[src/rtl/fifo_pkg.sv]
// rtl/fifo_pkg.sv - shared async FIFO pointer helpers
package fifo_pkg;

  // Pointer width for a FIFO of the given depth: address bits plus a wrap bit.
  function automatic int ptr_width(input int depth);
    return $clog2(depth) + 1;
  endfunction

  // Binary to Gray; operands narrower than 32 bits are zero-extended by the caller.
  function automatic logic [31:0] bin2gray(input logic [31:0] bin);
    return bin ^ (bin >> 1);
  endfunction

  // Gray to binary; leading zeros of a zero-extended operand do not disturb the prefix XOR.
  function automatic logic [31:0] gray2bin(input logic [31:0] gray);
    logic [31:0] bin;
    bin[31] = gray[31];
    for (int i = 30; i >= 0; i--) begin
      bin[i] = bin[i+1] ^ gray[i];
    end
    return bin;
  endfunction

endpackage

[src/rtl/fifo_gray_to_binary.sv]
// rtl/fifo_gray_to_binary.sv - combinational Gray to binary converter
module fifo_gray_to_binary #(
  parameter int PW = 5
) (
  input  logic [PW-1:0] gray,
  output logic [PW-1:0] bin
);

  // Each binary bit is the XOR of all Gray bits at or above its position.
  for (genvar i = 0; i < PW; i++) begin : g_bit
    assign bin[i] = ^gray[PW-1:i];
  end

endmodule

[src/rtl/fifo_write_control.sv]
// rtl/fifo_write_control.sv - async FIFO write-domain pointer and flag controller
module fifo_write_control
  import fifo_pkg::*;
#(
  parameter int DEPTH                 = 16,
  parameter int ALMOST_FULL_THRESHOLD = 14,
  localparam int AW = $clog2(DEPTH),
  localparam int PW = AW + 1
) (
  input  logic          write_clock,
  input  logic          write_reset_n,
  input  logic          write_enable,
  input  logic [PW-1:0] sync_read_pointer,
  input  logic          clear_overflow,
  output logic          mem_write_enable,
  output logic [AW-1:0] write_address,
  output logic [PW-1:0] write_pointer,
  output logic          full,
  output logic          almost_full,
  output logic [PW-1:0] write_level,
  output logic          overflow
);

  localparam logic [PW-1:0] AF_THRESHOLD = PW'(ALMOST_FULL_THRESHOLD);

  logic [PW-1:0] wbin_q, wbin_d;
  logic [PW-1:0] write_pointer_q, write_pointer_d;
  logic [PW-1:0] write_level_q, write_level_d;
  logic          full_q, full_d;
  logic          almost_full_q, almost_full_d;
  logic          overflow_q, overflow_d;
  logic [PW-1:0] rbin;
  logic          accept;
  logic [PW-1:0] full_gray;

  fifo_gray_to_binary #(.PW(PW)) u_rptr_g2b (
    .gray (sync_read_pointer),
    .bin  (rbin)
  );

  // Next pointer, flags and level; the read pointer is stale by the sync delay, so
  // every flag computed here errs toward "less space" and never reports room that is gone.
  always_comb begin
    accept          = write_enable & ~full_q & write_reset_n;
    wbin_d          = wbin_q + PW'(accept);
    write_pointer_d = PW'(bin2gray(32'(wbin_d)));
    full_gray       = {~sync_read_pointer[PW-1:PW-2], sync_read_pointer[PW-3:0]};
    full_d          = (write_pointer_d == full_gray);
    write_level_d   = wbin_d - rbin;
    almost_full_d   = (write_level_d >= AF_THRESHOLD);
    overflow_d      = overflow_q;
    if (clear_overflow) begin
      overflow_d = 1'b0;
    end
    if (write_enable & full_q) begin
      overflow_d = 1'b1;
    end
  end

  // Pointer and flag registers.
  always_ff @(posedge write_clock or negedge write_reset_n) begin
    if (!write_reset_n) begin
      wbin_q          <= '0;
      write_pointer_q <= '0;
      write_level_q   <= '0;
      full_q          <= 1'b0;
      almost_full_q   <= 1'b0;
      overflow_q      <= 1'b0;
    end else begin
      wbin_q          <= wbin_d;
      write_pointer_q <= write_pointer_d;
      write_level_q   <= write_level_d;
      full_q          <= full_d;
      almost_full_q   <= almost_full_d;
      overflow_q      <= overflow_d;
    end
  end

  assign mem_write_enable = accept;
  assign write_address    = wbin_q[AW-1:0];
  assign write_pointer    = write_pointer_q;
  assign full             = full_q;
  assign almost_full      = almost_full_q;
  assign write_level      = write_level_q;
  assign overflow         = overflow_q;

endmodule

[config.mk]
export PLATFORM = sky130hd
export DESIGN_NAME = fifo_write_control
export DESIGN_NICKNAME = d
export VERILOG_FILES = /design/src/rtl/fifo_pkg.sv /design/src/rtl/fifo_gray_to_binary.sv /design/src/rtl/fifo_write_control.sv
export SDC_FILE = /design/constraint.sdc
export NUM_CORES = 1
export LEC_CHECK = 0
export BUFFER_PORTS_ARGS = -buffer_cell sky130_fd_sc_hd__clkbuf_2
export CORE_ASPECT_RATIO = 1.1
export CORE_MARGIN = 2
export CORE_UTILIZATION = 42
export CTS_BUF_LIST = sky130_fd_sc_hd__clkbuf_4 sky130_fd_sc_hd__clkbuf_8
export CTS_CLUSTER_SIZE = 14
export DETAILED_ROUTE_END_ITERATION = 16
export PLACE_DENSITY = 0.77
export REMOVE_ABC_BUFFERS = 1
export SKIP_CTS_REPAIR_TIMING = 1
export SLEW_MARGIN = 10
export SYNTH_ARGS = -nofsm -noshare
export SYNTH_HDL_FRONTEND = slang
export SYNTH_SLANG_ARGS = --single-unit
[constraint.sdc]
create_clock -name write_clock -period 2.8 [get_ports write_clock]
set_input_delay 0.56 -clock write_clock [delete_from_list [all_inputs] [get_ports write_clock]]
set_output_delay 0.56 -clock write_clock [all_outputs]
set_load 0.05 [all_outputs]
### Yosys cells after proc, flatten, opt, wreduce, memory -nomap -nowiden

Cells that the tools add are included.

* register bits: 18
* latch bits: 0
* RAM bits: 0
* memory bits (read-only): 0
* memories: 0

* add/sub/neg operators: 2
* multiply operators: 0
* div/mod/pow operators: 0
* $lt $le $gt $ge: 1
* equal/unequal tests: 1
* shift operators: 0
* muxes and demuxes: 2
* bitwise operators: 6
* reductions and logical operators: 5

Operators with widths (number)
* 5-bit by 1-bit adder with 5-bit output: 1
* 5-bit == test: 1
* 5-bit by 4-bit greater-or-equal comparator with 1-bit output, second input constant: 1
* 5-bit parity: 1
* 5-bit subtractor: 1
* 5-bit by 4-bit bitwise XOR with 5-bit output: 1
* 4-bit parity: 1
* 1-bit bitwise AND: 3
* 3-bit parity: 1
* 1-bit two-way mux: 2
* 2-bit NOT: 1
* 2-bit nonzero test: 1
* 2-bit parity: 1
* 1-bit NOT: 1

### Depth between registers and ports, before layout

* depth in word-level cells: 6
* gate-level depth with buffers: 9
* depth with buffers taken out: 9

### By module

A second synthesis with hierarchy kept.

* cell total of the unflattened synthesis: 82
* area, all modules: 960.9 um^2

By module, submodules not included
* fifo_write_control: instances 1, cells an instance 76, area an instance 888.4 um^2
* fifo_gray_to_binary: instances 1, cells an instance 6, area an instance 72.6 um^2

### Least setup slack after synthesis

No wires, ideal clock.

* path kind: reg2reg
* start point: register full_q, in the netlist full
* end point: register almost_full_q, in the netlist almost_full
* arrival time: 2.837 ns
* required time: 2.680 ns
* path slack: -0.157 ns
* stages on the path, launching flop included: 10
* path buffers: 0
* period minus slack after synthesis: 2.957 ns
* path through: dfrtp_1 > and3b_1 > ha_1 > ha_1 > xor2_2 > ha_1 > a21oi_1 > o21ai_2 > xor2_1 > a31o_1

* word-level cells in the longest chain between the ends: 6

RTL lines
* start: declaration: RTL line fifo_write_control.sv:29 `logic full_q, full_d;`
* start signal: assignment: RTL line fifo_write_control.sv:73 `full_q <= full_d;`
* 1-bit NOT: RTL line fifo_write_control.sv:44 `accept = write_enable & ~full_q & write_reset_n;`
* 1-bit bitwise AND (2 in a row): RTL line fifo_write_control.sv:44
* via mem_write_enable: RTL line fifo_write_control.sv:15 `output logic mem_write_enable,`
* 5-bit by 1-bit adder with 5-bit output: RTL line fifo_write_control.sv:45 `wbin_d = wbin_q + PW'(accept);`
* via wbin_d[2]: RTL line fifo_write_control.sv:26 `logic [PW-1:0] wbin_q, wbin_d;`
* 5-bit subtractor: RTL line fifo_write_control.sv:49 `write_level_d = wbin_d - rbin;`
* via write_level_d[3]: RTL line fifo_write_control.sv:28 `logic [PW-1:0] write_level_q, write_level_d;`
* 5-bit by 4-bit greater-or-equal comparator with 1-bit output: RTL line fifo_write_control.sv:50 `almost_full_d = (write_level_d >= AF_THRESHOLD);`
* via almost_full_d: RTL line fifo_write_control.sv:30 `logic almost_full_q, almost_full_d;`
* end signal: assignment: RTL line fifo_write_control.sv:74 `almost_full_q <= almost_full_d;`
* end: declaration: RTL line fifo_write_control.sv:30

The timed path passes the listed nets, and every way through them passes these cells.
A chain may end at the register's enable or synchronous reset.

### Final worst setup path

* start point: input sync_read_pointer[4]
* end point: register almost_full_q, in the netlist almost_full

* word-level cells in the longest chain between the ends: 3

RTL lines
* start: declaration: RTL line fifo_write_control.sv:13 `input logic [PW-1:0] sync_read_pointer,`
* 5-bit parity, or another cell as far along: RTL line fifo_gray_to_binary.sv:11 `assign bin[i] = ^gray[PW-1:i];`
* 5-bit subtractor (*): RTL line fifo_write_control.sv:49
* via write_level_d[4]: RTL line fifo_write_control.sv:28
* 5-bit by 4-bit greater-or-equal comparator with 1-bit output (*): RTL line fifo_write_control.sv:50
* via almost_full_d: RTL line fifo_write_control.sv:30

The timed path passes the listed nets; every way through them passes the cells marked *.

==> metrics.txt <==
die height=52.5 um; peak fanout along the critical path=3; antenna viol nets, final=0; total gr overflow=0; num ports=27; clock skew=1.41 ps; TritonRoute pass-1 iters=3; Tmin final=2500 ps; Post-Syn Area per Cell=12.6 um2; total clock sinks=17; post-synthesis sequential area ratio=47.4%; Finished Cell Area=1130 um2; largest net degree at the start of global routing=18; Util after Layout=55.7%; DRC=0; H-tree depth=1; crit path max-delay cell type=xnor3_2; most common cell after layout, fill and taps aside=clkbuf_2; gr usage total=13.5%; fin nets=122; Detailed Route WL=1460 um; crit-path cells=clkbuf_2, xnor3_2, xor2_1, xnor2_1, ha_1, fa_1, nand2b_1, o21ai_1, xor2_1, a31o_1; fin. max-slew vios=0; antenna cells=0; clk buf depth=2; Detailed Place HPWL=1250 um; R2R cell count=9; data arrival time of the worst path=2670 ps; Max Cap Viol=0; Initial Utilization=44.4%; GP Congestion=0.790; vias in the first global route=575; actual slew at the worst max-slew pin=381 ps; Hold WS=230 ps; first-pass GRT wire length=2350 um; Top delay family on crit path=XOR/XNOR gates; Critical Path End Type=register; Root Buffer=clkbuf_4; vias per cell=4.50; Syn-to-layout area delta=25.5%; via count=598; routed len/inst=11.0 um; DIE AREA=2520 um2; Synth Cell Area=897 um2; CTS clk-pin slew, worst paths=90 ps; fill cell count=174; clock buffer count from CTS=3; Req. time, crit path=2980 ps; kind of critical path=input port to register; fin crit share=89.3%; RSZ-0062 raised after global routing=no; Synth Instances=71; Rel. slew slack=74.4%; share of layout cells above drive strength 1=38.1%; most frequent CP cell=xor2_1; DRT iter0 DRCs=1; port bufs=26; Core Box Area=2020 um2; number of synthesized register bits=17; number of buffers and inverters on the critical path=1; most frequent cells in the layout=26 x clkbuf_2, 17 x dfrtp_1, 9 x xor2_1, 9 x xnor2_1; Setup Viol. Count Final=0; Hold Fails Final Rpt=0; Synthesis Warnings=0; WP depth=10; placed standard-cell area=1100 um2; Hold Crit Class=input port to asynchronous set/reset pin; distinct cell type count after synthesis=24; # rows=17; max frequency=0.400 GHz; Startpoint Class=input port; Die X=48.1 um; initial antenna violation count=0; CP max stage delay=450 ps; status=complete, no violations; CTS tree=yes; clock latency on the worst-skew pair=280 ps
[cell families after synthesis]
| group | count (synthesis) | share of synthesized area, % |
|---|---|---|
| AO/OA/AOI/OAI | 10 | 7.81 |
| XOR/XNOR | 21 | 24.7 |
| adder cells (fa/ha/maj) | 7 | 10.6 |
| buffers and inverters | 7 | 2.93 |
| flip-flops | 17 | 47.4 |
| AND/OR/NAND/NOR | 9 | 6.56 |
[synth_stat cells, drive strengths merged]
cell type	number	area share, %
dfrtp	17	47
xor2	10	11
xnor2	9	8.8
ha	6	8.4
inv	6	2.5
o21ai	5	3.2
a21oi	2	1.1
nand2b	2	1.4
nand3	2	1.1
a2111oi	1	1.7
a21boi	1	0.84
a31o	1	0.98
and3	1	0.70
and3b	1	0.98
and4b	1	1.3
clkbuf	1	0.42
fa	1	2.2
nand2	1	0.42
or3	1	0.70
xnor3	1	2.6
xor3	1	2.6
[final timing paths]
check / startpoint / end / slack [ps]
setup reg to reg: full / almost_full / 420
hold reg to reg: full / overflow / 510
max in group asynchronous: write_reset_n / wbin_q[0] / 2390
setup / recovery: sync_read_pointer[4] / almost_full / 300
hold / removal: write_reset_n / overflow / 230
min in group write_clock: clear_overflow / overflow / 460
[state kept, by name, indices dropped and copies added, names as in the netlist]
| register | flops |
|---|---|
| overflow | 1 |
| almost_full | 1 |
| wbin_q | 5 |
| write_level | 5 |
| full | 1 |
| write_pointer | 4 |
[cell type report]
| class | instances | area, um2 | area share, % |
|---|---|---|---|
| multi-input cells | 47 | 445 | 39.6 |
| flip-flops and latches | 17 | 425 | 37.8 |
| repair buffers | 31 | 168 | 14.9 |
| well taps | 28 | 35.0 | 3.11 |
| clock buffers | 4 | 30.0 | 2.67 |
| inverters | 6 | 22.5 | 2.00 |
[routing by layer]
metal	share of wire [%]	track usage, %	vias up
met1	42	16.5	280
met2	53	22.2	13
met3	2.7	2.07	2
met5	0	0	-
li1	-	-	303
met4	1.8	6.76	0
[through the flow]
stage	std cells	worst slack [ps]	setup TNS [ps]
final	133	301	0
after global routing	133	115	0
after CTS	133	277	0
after detailed placement	129	-5.03	-5.03
after global placement	129	42.2	0
after floorplan	70	-157	-255
Power is not shown: default switching activity piles up to over one toggle a cycle in this logic, so the estimate is an artifact.
